**src/rtl/vram_write_sched_pkg.sv**
```systemverilog
// Shared types for the framebuffer write scheduler: fill FSM states and
// round-robin side encoding.
package vram_write_sched_pkg;

  typedef enum logic [1:0] {
    FS_IDLE = 2'd0,
    FS_RUN  = 2'd1,
    FS_DONE = 2'd2
  } fill_state_e;

  typedef enum logic {
    RR_CPU  = 1'b0,
    RR_FILL = 1'b1
  } rr_side_e;

  function automatic rr_side_e rr_other(input rr_side_e side);
    return (side == RR_CPU) ? RR_FILL : RR_CPU;
  endfunction

endpackage

```
**src/rtl/vram_write_sched_sync_fifo.sv**
```systemverilog
// Small synchronous FIFO holding buffered CPU stores; power-of-two depth so
// the pointers wrap naturally.
module sync_fifo #(
  parameter int WIDTH = 32,
  parameter int DEPTH = 4
) (
  input  logic             clk,
  input  logic             rst,
  input  logic             push,
  input  logic             pop,
  input  logic [WIDTH-1:0] wdata,
  output logic [WIDTH-1:0] rdata,
  output logic             full,
  output logic             empty
);

  localparam int PTR_W = $clog2(DEPTH);
  localparam int CNT_W = PTR_W + 1;

  logic [WIDTH-1:0] mem_q [DEPTH];
  logic [PTR_W-1:0] wr_ptr_q, wr_ptr_d, rd_ptr_q, rd_ptr_d;
  logic [CNT_W-1:0] count_q, count_d;
  logic             do_push, do_pop;

  assign full  = (count_q == CNT_W'(DEPTH));
  assign empty = (count_q == '0);
  assign rdata = mem_q[rd_ptr_q];

  always_comb begin
    do_push  = push & ~full;
    do_pop   = pop & ~empty;
    wr_ptr_d = wr_ptr_q;
    rd_ptr_d = rd_ptr_q;
    count_d  = count_q;
    if (do_push) wr_ptr_d = wr_ptr_q + PTR_W'(1);
    if (do_pop)  rd_ptr_d = rd_ptr_q + PTR_W'(1);
    case ({do_push, do_pop})
      2'b10:   count_d = count_q + CNT_W'(1);
      2'b01:   count_d = count_q - CNT_W'(1);
      default: count_d = count_q;
    endcase
  end

  always_ff @(posedge clk) begin
    if (rst) begin
      wr_ptr_q <= '0;
      rd_ptr_q <= '0;
      count_q  <= '0;
    end else begin
      wr_ptr_q <= wr_ptr_d;
      rd_ptr_q <= rd_ptr_d;
      count_q  <= count_d;
    end
  end

  // Storage needs no reset: the pointers and count decide what is valid.
  always_ff @(posedge clk) begin
    if (do_push) mem_q[wr_ptr_q] <= wdata;
  end

endmodule

```
**src/rtl/vram_write_sched.sv**
```systemverilog
// Framebuffer write scheduler: round-robin between buffered CPU stores and a
// constant-fill engine, issuing registered writes only while vram_ok is high.
module vram_write_sched
  import vram_write_sched_pkg::*;
#(
  parameter int ADDR_W     = 16,
  parameter int DATA_W     = 16,
  parameter int FIFO_DEPTH = 4
) (
  input  logic              clki,
  input  logic              rst,
  input  logic              cpu_req,
  input  logic [ADDR_W-1:0] cpu_addr,
  input  logic [DATA_W-1:0] cpu_data,
  output logic              cpu_rdy,
  input  logic              fill_start,
  input  logic [ADDR_W-1:0] fill_base,
  input  logic [ADDR_W-1:0] fill_len,
  input  logic [DATA_W-1:0] fill_val,
  output logic              fill_busy,
  output logic              fill_done,
  input  logic              vram_ok,
  output logic              vram_we,
  output logic [ADDR_W-1:0] vram_addr,
  output logic [DATA_W-1:0] vram_data
);

  logic [ADDR_W+DATA_W-1:0] fifo_rdata;
  logic                     fifo_full, fifo_empty;
  logic                     cpu_pend, fill_pend, cpu_grant, fill_grant;

  fill_state_e       state_q, state_d;
  rr_side_e          rr_q, rr_d;
  logic [ADDR_W-1:0] fill_addr_q, fill_addr_d, fill_rem_q, fill_rem_d;
  logic [DATA_W-1:0] fill_val_q, fill_val_d;
  logic              vram_we_q, vram_we_d;
  logic [ADDR_W-1:0] vram_addr_q, vram_addr_d;
  logic [DATA_W-1:0] vram_data_q, vram_data_d;

  assign cpu_rdy   = ~fifo_full & ~rst;
  assign cpu_pend  = ~fifo_empty;
  assign fill_pend = (state_q == FS_RUN);
  assign fill_busy = (state_q == FS_RUN);
  assign fill_done = (state_q == FS_DONE);
  assign vram_we   = vram_we_q;
  assign vram_addr = vram_addr_q;
  assign vram_data = vram_data_q;

  sync_fifo #(
    .WIDTH(ADDR_W + DATA_W),
    .DEPTH(FIFO_DEPTH)
  ) u_fifo (
    .clk  (clki),
    .rst  (rst),
    .push (cpu_req & cpu_rdy),
    .pop  (cpu_grant),
    .wdata({cpu_addr, cpu_data}),
    .rdata(fifo_rdata),
    .full (fifo_full),
    .empty(fifo_empty)
  );

  // rr only moves on a contested grant; an uncontested side is served directly.
  always_comb begin
    cpu_grant  = 1'b0;
    fill_grant = 1'b0;
    rr_d       = rr_q;
    if (vram_ok) begin
      if (cpu_pend && fill_pend) begin
        if (rr_q == RR_CPU) cpu_grant = 1'b1;
        else                fill_grant = 1'b1;
        rr_d = rr_other(rr_q);
      end else if (cpu_pend) begin
        cpu_grant = 1'b1;
      end else if (fill_pend) begin
        fill_grant = 1'b1;
      end
    end
  end

  always_comb begin
    state_d     = state_q;
    fill_addr_d = fill_addr_q;
    fill_rem_d  = fill_rem_q;
    fill_val_d  = fill_val_q;
    case (state_q)
      FS_IDLE: begin
        if (fill_start) begin
          fill_addr_d = fill_base;
          fill_rem_d  = fill_len;
          fill_val_d  = fill_val;
          state_d     = (fill_len == '0) ? FS_DONE : FS_RUN;
        end
      end
      FS_RUN: begin
        if (fill_grant) begin
          fill_addr_d = fill_addr_q + ADDR_W'(1);
          fill_rem_d  = fill_rem_q - ADDR_W'(1);
          if (fill_rem_q == ADDR_W'(1)) state_d = FS_DONE;
        end
      end
      FS_DONE: state_d = FS_IDLE;
      default: state_d = FS_IDLE;
    endcase
  end

  // Address/data hold their last value between strobes.
  always_comb begin
    vram_we_d   = cpu_grant | fill_grant;
    vram_addr_d = vram_addr_q;
    vram_data_d = vram_data_q;
    if (cpu_grant) begin
      vram_addr_d = fifo_rdata[ADDR_W+DATA_W-1:DATA_W];
      vram_data_d = fifo_rdata[DATA_W-1:0];
    end else if (fill_grant) begin
      vram_addr_d = fill_addr_q;
      vram_data_d = fill_val_q;
    end
  end

  always_ff @(posedge clki) begin
    if (rst) begin
      state_q     <= FS_IDLE;
      rr_q        <= RR_CPU;
      fill_addr_q <= '0;
      fill_rem_q  <= '0;
      fill_val_q  <= '0;
      vram_we_q   <= 1'b0;
      vram_addr_q <= '0;
      vram_data_q <= '0;
    end else begin
      state_q     <= state_d;
      rr_q        <= rr_d;
      fill_addr_q <= fill_addr_d;
      fill_rem_q  <= fill_rem_d;
      fill_val_q  <= fill_val_d;
      vram_we_q   <= vram_we_d;
      vram_addr_q <= vram_addr_d;
      vram_data_q <= vram_data_d;
    end
  end

endmodule
```
**config.mk**
```make
export PLATFORM = sky130hd
export DESIGN_NAME = vram_write_sched
export DESIGN_NICKNAME = d
export VERILOG_FILES = /design/src/rtl/vram_write_sched_pkg.sv /design/src/rtl/vram_write_sched_sync_fifo.sv /design/src/rtl/vram_write_sched.sv
export SDC_FILE = /design/constraint.sdc
export NUM_CORES = 1
export LEC_CHECK = 0
export BUFFER_PORTS_ARGS = -buffer_cell sky130_fd_sc_hd__buf_2
export CAP_MARGIN = 20
export CORE_ASPECT_RATIO = 0.5
export CORE_MARGIN = 1.5
export CORE_UTILIZATION = 43
export DETAILED_ROUTE_END_ITERATION = 16
export PLACE_DENSITY_LB_ADDON = 0.25
export SETUP_SLACK_MARGIN = 0.3
export SLEW_MARGIN = 40
export SYNTH_ARGS = -nofsm -noshare
export SYNTH_HDL_FRONTEND = slang
export SYNTH_SLANG_ARGS = --single-unit
```
**constraint.sdc**
```tcl
create_clock -name clki -period 3 [get_ports clki]
set_input_delay 0.15 -clock clki [delete_from_list [all_inputs] [get_ports clki]]
set_output_delay 0.15 -clock clki [all_outputs]
set_load 0.01 [all_outputs]
```
# --- After elaboration in Yosys (flattened, before gate mapping) ---
# Memories as Yosys holds them, arrays and structs flattened. A register that Yosys moved wholly into a read port is not among the register bits.
# Index checks and enable logic that the tools add are counted.
word_totals:
  register_bits: 91
  ramBits: 128
  elab_cells: 75
  n_memories: 1
classes:
  addsub: 6
  n_eq_ne: 9
  n_mux: 29
  bitwise: 8
  n_reduce_logical: 11
mem_list:
  columns: ["memory", "depth", "width", "read_ports", "rd_ports_with_merged_regs", "wr", "line_no", "text"]
  rows:
  - ["u_fifo.mem_q", 4, 32, 1, 1, 1, "vram_write_sched_sync_fifo.sv:20", "logic [WIDTH-1:0] mem_q [DEPTH];"]
ops:
  columns: ["op", "count"]
  rows:
  - ["$mux 16", 8]
  - ["$pmux 16 s2", 2]
  - ["$add 16x1->16 const B", 1]
  - ["$eq 16x1->1 const B", 1]
  - ["$logic_not 16->1", 1]
  - ["$sub 16x1->16 const B", 1]
  - ["$mux 2", 6]
  - ["$mux 1", 11]
  - ["$pmux 3 s2", 1]
  - ["$reduce_and 3->1", 2]
  - ["$reduce_bool 2->1", 3]
  - ["$add 2x1->2 const B", 2]
  - ["$and 1x1->1", 4]
  - ["$eq 2x1->1 const B", 2]
  - ["$eq 2x2->1 const B", 2]
  - ["$ne 2x1->1 const B", 2]
  - ["$pmux 2 s2", 1]
  - ["$reduce_and 2->1", 2]
  - ["$add 3x1->3 const B", 1]
  - ["$eq 3x3->1 const B", 1]
  - ["$logic_not 3->1", 1]
  - ["$not 1->1", 3]
  - ["$sub 3x1->3 const B", 1]
  - ["$logic_not 2->1", 1]
  - ["other kinds (3)", 3]

# --- Depth between registers and ports, before layout ---
# Gate-level depths: netlist of the first run.
logic_depth:
  ltp_word: 8
  depth_mapped: 12
  depth_no_buf: 9

# --- Cells and area by module ---
# Synthesis of the first run repeated with hierarchy kept, for this count alone.
hier_totals:
  cells_unflattened: 684
  area_unflattened_um2: 9216.3
modules_own_cells:
  columns: ["module", "n_inst", "cells_each", "area_per_inst_um2", "seq_area_each_um2"]
  rows:
  - ["sync_fifo", 1, 221, 5143.7, 4023.9]
  - ["vram_write_sched", 1, 463, 4072.7, 1681.6]

# --- Worst setup path before layout of the first run ---
# No wires, ideal clock.
synth_path:
  path_type: "register to register"
  start: "register state_q[1]"
  end: "register u_fifo.count_q[2]"
  setup_ns: 0.070
  arrival_time_ns: 2.424
  t_required_ns: 2.930
  path_slack_ns: 0.505
  stages_incl_launch_ff: 13
  path_buffers: 3
  period_less_slack_ns: 2.495
  path_cell_list: "dfxtp_1 clkbuf_1 nand3b_1 nand3_1 buf_2 buf_2 inv_1 ha_1 inv_1 fa_1 xor2_1 or3_1 a21oi_1"
synth_via:
  elab_chain_len: 7
  word_cells_on_any_way: 9
  cone_classes: "eq/ne: 3; mux: 3; bitwise: 1; reduce/logical: 2"
synth_rtl:
  columns: ["element", "line_no", "text"]
  rows:
  - ["start: declaration", "vram_write_sched.sv:32", "fill_state_e state_q, state_d;"]
  - ["start signal: assignment", "vram_write_sched.sv:132", "state_q <= state_d;"]
  - ["$eq 2x1->1 *", "vram_write_sched.sv:42", "assign fill_pend = (state_q == FS_RUN);"]
  - ["$logic_and 1x1->1 *", "vram_write_sched.sv:69", "if (cpu_pend && fill_pend) begin"]
  - ["$mux 1 *", "vram_write_sched.sv:69", null]
  - ["$mux 1 *", "vram_write_sched.sv:68", "if (vram_ok) begin"]
  - ["$and 1x1->1 *", "vram_write_sched_sync_fifo.sv:31", "do_pop = pop & ~empty;"]
  - ["via u_fifo.do_pop", "vram_write_sched_sync_fifo.sv:23", "logic do_push, do_pop;"]
  - ["$eq 2x1->1 / $eq 2x2->1 (equally long branches)", "vram_write_sched_sync_fifo.sv:37", "case ({do_push, do_pop})"]
  - ["$pmux 3 s2 / $reduce_bool 2->1 (equally long branches)", null, null]
  - ["end signal: assignment", "vram_write_sched_sync_fifo.sv:52", "count_q <= count_d;"]
  - ["end: declaration", "vram_write_sched_sync_fifo.sv:22", "logic [CNT_W-1:0] count_q, count_d;"]
# The timed path passes the listed nets; every way through them passes the cells marked *.
# A chain may end at the register's enable or synchronous reset.

# --- Worst setup path after layout of the first run ---
# Same ends and word-level chain as after synthesis.

==> flow_summary.toml, run 1 <==
[drt]
vias = 6721
wl_mm = 23.0
routedWlPerCell_um = 18.8
drc = 0
dr.pass1.iters = 5
drt_iter0_markers = 469
detail-route-antenna-nets = 0
vias_per_cell = 5.50

[global_routing]
grt_pass1_wl_mm = 35.9
grtUsageTotal = 0.205
grt_max_degree = 101
first_global_vias = 6623
antenna_found_initial = 0
grt-ovfl-total = 0

[worst_hold_path]
hp-start = "fill_base[8]"
min_path_type = "primary input to flop"
hold_end = "fill_addr_q[8]"
whs_path_depth = 3

[place]
portBuffers = 120
hpwlAfterDp_mm = 14.8
place_congestion = 0.868

[synth]
synthCells = 740
synth.distinct_cells = 68
yosysTopAreaCell = "edfxtp_1"
syn-num-nets = 834
syn_area_per_cell_um2 = 12.6
syn_area_um2 = 9320
synth_area_leaders = "edfxtp_1, dfxtp_1, mux4_2"
async_flop_share = 0
synth_top_area_share = 0.412
ys_seq_area_frac = 0.612
ys.flop_type = "edfxtp_1"
ys_warn_count = 0
synth-edff-count = 128
ys_ff_latch = 221

[setup_path]
r2r_slack_ns = 0.73
reg2reg_from = "state_q[1]"
path_class = "flop to flop"
critPathLaunchType = "flop"
path_max_fanout = 12
r2r-end = "u_fifo.count_q[2]"
reg2regPathDepth = 9
endpoint_kind = "flop"
cp.arrival_ns = 2.69
required_ns = 3.42

[die]
chipWidth_um = 211
initial_core_util = 0.446
rows = 37
dieArea_um2 = 22600
die_h_um = 107
num_io_pins = 121
core_area_um2 = 20900

[clock_network]
numCtsBuffers = 21
ctsResizeCount = 0
clk_path_buf_depth = 3
htreeDepth = 1
clkLatencyLatePin_ns = 0.50
clockRootBuffer = "clkbuf_16"
clk_pin_slew_ns = 0.07
postCtsSetupBuffers = 0
clock-sinks = 221
cts_tree = "built"

[power]
p_per_area_nw_per_um2 = 893
leakage_nw = 4.26
vdd_drop_max_mv = 0.576
finalPower_mw = 10.4

[timing]
hold_viol = 0
rsz0062_at_grt = "no"
clock_skew_ns = 0.00950
maxSlewViolCount = 0
final.setup.tns_ns = 0
fmax_mhz = 441
slew_headroom = 0.451
fin_crit_sh = 0.757
worst_pin_slew_ns = 0.818
setup_viol = 0
min_period_ns = 2.27

[final_layout]
diodes = 0
area.growth.synth_to_final_pct = 24.6
drive_above_1_share = 0.241
mostFrequentLayoutCells = "edfxtp_1, buf_2, dfxtp_1"
fill_cells = 1766
nets = 1009
layout_commonest_cell = "edfxtp_1"

[run]
cap_violations = 0

[run_status]
status = "complete, no violations"
routing by layer:
metal / track usage / wire, µm / up-vias
met2: 0.341 / 10900 / 200
li1: - / - / 3189
met3: 0.0281 / 1060 / 41
met5: 0 / 0 / -
met1: 0.278 / 10400 / 3291
met4: 0.0653 / 619 / 0
cell families after synthesis:
group / synth area share
AO/OA/AOI/OAI: 0.120
XOR/XNOR: 0.00658
adder cells (fa/ha/maj): 0.0129
buffers and inverters: 0.0291
flip-flops: 0.612
multiplexers: 0.113
AND/OR/NAND/NOR: 0.106
how the worst max path moves through the flow:
stage               start                 to  slack [ns]
2_1_floorplan  state_q[1]  u_fifo.count_q[2]        0.51
3_3_place_gp   state_q[1]  u_fifo.count_q[2]        0.83
3_5_place_dp   state_q[1]    fill_addr_q[10]        0.78
4_1_cts        state_q[1]    fill_addr_q[10]        0.75
5_1_grt        state_q[1]  u_fifo.count_q[2]        0.57
6_report       state_q[1]  u_fifo.count_q[2]        0.73
state kept, by name, summed over array words and instances (netlist names), named ones only:
register / cells
fill_addr_q: 16
fill_rem_q: 16
fill_val_q: 16
rr_q: 1
state_q: 2
u_fifo.count_q: 3
u_fifo.mem_q: 128
u_fifo.rd_ptr_q: 2
u_fifo.wr_ptr_q: 2
vram_addr: 16
vram_data: 16
vram_we: 1
synthesized netlist by cell type (all sizes together), types with 4 or more instances:
library cell,n
a31oi,5
o31ai,5
xor2,5
nand4,9
or4,7
edfxtp,128
mux2i,32
clkbuf,36
nor4,11
a2111oi,7
nand2,57
dfxtp,93
a21oi,47
o21ai,20
buf,14
or3,7
and2,4
ha,8
nand2b,5
a211oi,43
nor3,10
mux4,32
nor2,68
nand3,14
inv,19
cell type report:
cell class / instances / area (µm²) / share of cell area
repair buffers: 202 / 1430 / 0.123
inverters: 19 / 71.3 / 0.00614
multi-input cells: 450 / 3370 / 0.290
well taps: 292 / 365 / 0.0315
clock buffers: 29 / 597 / 0.0514
flip-flops and latches: 221 / 5710 / 0.492
clock inverters: 9 / 75.1 / 0.00646
power breakdown:
group,internal [mW],switching [mW]
Clock,1.49,1.11
Combinational,1.53,2.04
Sequential,3.74,0.469
per-stage QoR:
| step | worst slack [ns] | instance area (µm²) | cells | utilization | hold WS [ns] |
|---|---|---|---|---|---|
| floorplan | 0.505 | 9320 | 740 | - | 0.249 |
| global placement | 0.830 | 10300 | 1123 | 0.495 | 0.362 |
| detailed placement | 0.779 | 10300 | 1123 | 0.495 | 0.374 |
| CTS | 0.751 | 11600 | 1222 | 0.556 | 0.000794 |
| global route | 0.569 | 11600 | 1222 | 0.556 | 0.0106 |
| finish | 0.730 | 11600 | 1222 | 0.556 | 0.0184 |
critical path, stage by stage (launching register included):
cell and delay (ns):
dfxtp_1 0.60, nand3b_1 0.21, nand3_2 0.09, inv_1 0.08, ha_1 0.18, inv_1 0.06, fa_1 0.37, xor2_1 0.16
or3_1 0.30, a21oi_1 0.14
what timing repair did:
item / CTS / global route
setup endpoints to repair: 0 / 0
hold endpoints to repair: 157 / 0
hold buffers: 61 / 0
Note: power is estimated with default switching activity, not from simulation.
==> run 2: changes to the inputs <==
--- a/config.mk
+++ b/config.mk
@@ -5,6 +5,7 @@
 export SDC_FILE = /design/constraint.sdc
 export NUM_CORES = 1
 export LEC_CHECK = 0
+export ABC_AREA = 1
 export BUFFER_PORTS_ARGS = -buffer_cell sky130_fd_sc_hd__buf_2
 export CAP_MARGIN = 20
 export CORE_ASPECT_RATIO = 0.5
==> constraint.sdc (replaced) <==
create_clock -name clki -period 2 [get_ports clki]
set_input_delay 0.1 -clock clki [delete_from_list [all_inputs] [get_ports clki]]
set_output_delay 0.1 -clock clki [all_outputs]
set_load 0.01 [all_outputs]
==> run 2 against run 1 <==
Clock-buffer cell count grew 1. Final cell count increased by 28%. Sequential power increased by 33%. Largest power group unchanged. Critical endpoint unchanged.
==> flow_summary.toml, run 2 <==
[place]
hpwlAfterDp_mm = 16.4
placed_area_um2 = 10700
portBuffers = 120
place_ws_ns = 0.197
place_congestion = 0.889

[setup_path]
required_ns = 2.39
reg2regPathDepth = 11
critPathLaunchType = "flop"
path_max_fanout = 6
cp.arrival_ns = 2.09
startpoint = "state_q[1]"
r2r_slack_ns = 0.30
reg2reg_from = "state_q[1]"
r2r-end = "u_fifo.count_q[2]"
path_class = "flop to flop"
endpoint_kind = "flop"
crit_end = "u_fifo.count_q[2]"

[synth]
synthTopCellsByCount = "nand2_1, o21ai_0, nor2_1"
synth.area.mux_share = 0
synthAdderAreaFrac = 0.0125
synth_top_area_share = 0.401
synth-simple-area-share = 0.179
synth_xor_area_frac = 0.00183
synthMostInstantiatedCell = "nand2_1"
synth_top_family_by_area = "simple AND/OR/NAND/NOR gates"
syn_area_per_cell_um2 = 9.08
yosysTopAreaCell = "edfxtp_1"
ys_warn_count = 0
synthCells = 1057
synth_compound_area_frac = 0.150
syn_area_um2 = 9600
synth_area_leaders = "edfxtp_1, dfxtp_1, o21ai_0"
ys_ff_latch = 221
ys_seq_area_frac = 0.595
ys.flop_type = "edfxtp_1"
synth-edff-count = 128
synth.distinct_cells = 37
async_flop_share = 0
syn-num-nets = 1151

[drt]
dr.pass1.iters = 5
vias = 8033
vias_per_cell = 5.14
wl_mm = 25.5
drt_iter0_markers = 627
detail-route-antenna-nets = 0
routedWlPerCell_um = 16.3
drc = 0

[final_layout]
drive_above_1_share = 0.185
largest-register = "u_fifo.mem_q"
nets = 1341
final-seq-area_um2 = 5710
layout_commonest_cell = "nand2_1"
area.growth.synth_to_final_pct = 26.7
final_util = 0.558
mostFrequentLayoutCells = "nand2_1, o21ai_0, nor2_1"
multi_input_area_um2 = 3420
largest_register_ffs = 128
fill_cells = 1972
design_area_um2 = 12200

[clock_network]
htreeDepth = 1
clk_path_buf_depth = 3
clock-sinks = 221
clk_pin_slew_ns = 0.07
numCtsBuffers = 22
clkLatencyLatePin_ns = 0.52
cts_tree = "built"
clockRootBuffer = "clkbuf_16"

[timing]
worst_pin_slew_ns = 0.394
clock_skew_ns = 0.0155
min_period_ns = 1.70
fin_crit_sh = 0.848
slew_headroom = 0.737
maxSlewViolCount = 0
setup_viol = 0
final.setup.tns_ns = 0
fmax_mhz = 590
rsz0062_at_grt = "yes"
hold_viol = 0
setup_slack_ns = 0.304

[global_routing]
grt_max_degree = 65
grtUsageTotal = 0.219
first_global_vias = 7688
grt-ovfl-total = 0
grt_pass1_wl_mm = 40.5
antenna_found_initial = 1

[die]
rows = 38
dieArea_um2 = 23300
die_h_um = 109
initial_core_util = 0.441
chipWidth_um = 214
core_area_um2 = 21800
num_io_pins = 121

[power]
vdd_drop_max_mv = 0.613
p_per_area_nw_per_um2 = 1090
leakage_nw = 4.82
finalPower_mw = 13.2

[run_status]
status = "complete, no violations"

[worst_hold_path]
min_path_type = "primary input to flop"

[run]
cap_violations = 0
run 2: cell count changes after synthesis, sizes merged, moves of 32 or more:
cell	change
mux2i	-32
inv	+64
nand2	+146
o21ai	+143
mux4	-32
a211oi	-43
nor2	+83
run 2: layer usage:
layer  track usage  share of wire  vias up
li1              -              -     3969
met1         0.312           0.48     3822
met2         0.360           0.45      205
met3        0.0293          0.047       37
met4        0.0458          0.019        0
met5             0              0        -
run 2: stage by stage:
stage | std cells | hold slack, ns
after floorplan | 1057 | 0.199
after global placement | 1450 | 0.312
after detailed placement | 1450 | 0.316
after CTS | 1558 | 0.00525
after global routing | 1564 | 0.0335
final | 1564 | 0.0131
run 2: worst min path at each step:
stage / from / cells after the start / to / slack, ns
floorplan: cpu_data[0] / 0 / u_fifo.mem_q[0][0] / 0.20
global placement: cpu_data[9] / 1 / u_fifo.mem_q[3][9] / 0.31
detailed placement: cpu_data[9] / 1 / u_fifo.mem_q[2][9] / 0.32
CTS: fill_base[12] / 5 / fill_addr_q[12] / 0.005
global route: fill_len[15] / 5 / fill_rem_q[15] / 0.03
finish: fill_base[12] / 5 / fill_addr_q[12] / 0.01
run 2: cells by family after synthesis:
kind of cell             count (synthesis)
AO/OA/AOI/OAI                          275
XOR/XNOR                                 2
adder cells (fa/ha/maj)                  9
buffers and inverters                  136
flip-flops                             221
AND/OR/NAND/NOR                        414
run 2: what timing repair did:
| action | in CTS | in global routing |
|---|---|---|
| hold buffers | 66 | 0 |
| gates resized for setup | 6 | 14 |
| setup endpoints to repair | 59 | 64 |
| hold endpoints to repair | 163 | 0 |
| pin swaps | 0 | 2 |
| buffers inserted | 2 | 5 |
run 2: worst max-delay path, stage by stage (launching register included):
cell      delay (ns)
dfxtp_2         0.37
inv_6           0.06
nand2_8         0.09
o211ai_4        0.08
inv_2           0.08
ha_4            0.12
inv_2           0.05
fa_2            0.34
a21oi_2         0.12
o21ai_1         0.09
o21ai_1         0.12
a21oi_1         0.05
run 2: layout make-up:
type	count	share of cell area
antenna	1	0.000206
clock buffer	30	0.0486
clock inverter	10	0.00834
inverter	83	0.0264
multi-input combinational	700	0.281
sequential	221	0.470
tap	300	0.0309
timing repair buffer	219	0.135
run 2: report_power, final:
part | switching [mW] | internal, mW | total [mW]
Combinational | 2.35 | 1.30 | 3.66
Clock | 1.76 | 2.23 | 3.98
Sequential | 0.312 | 5.28 | 5.59
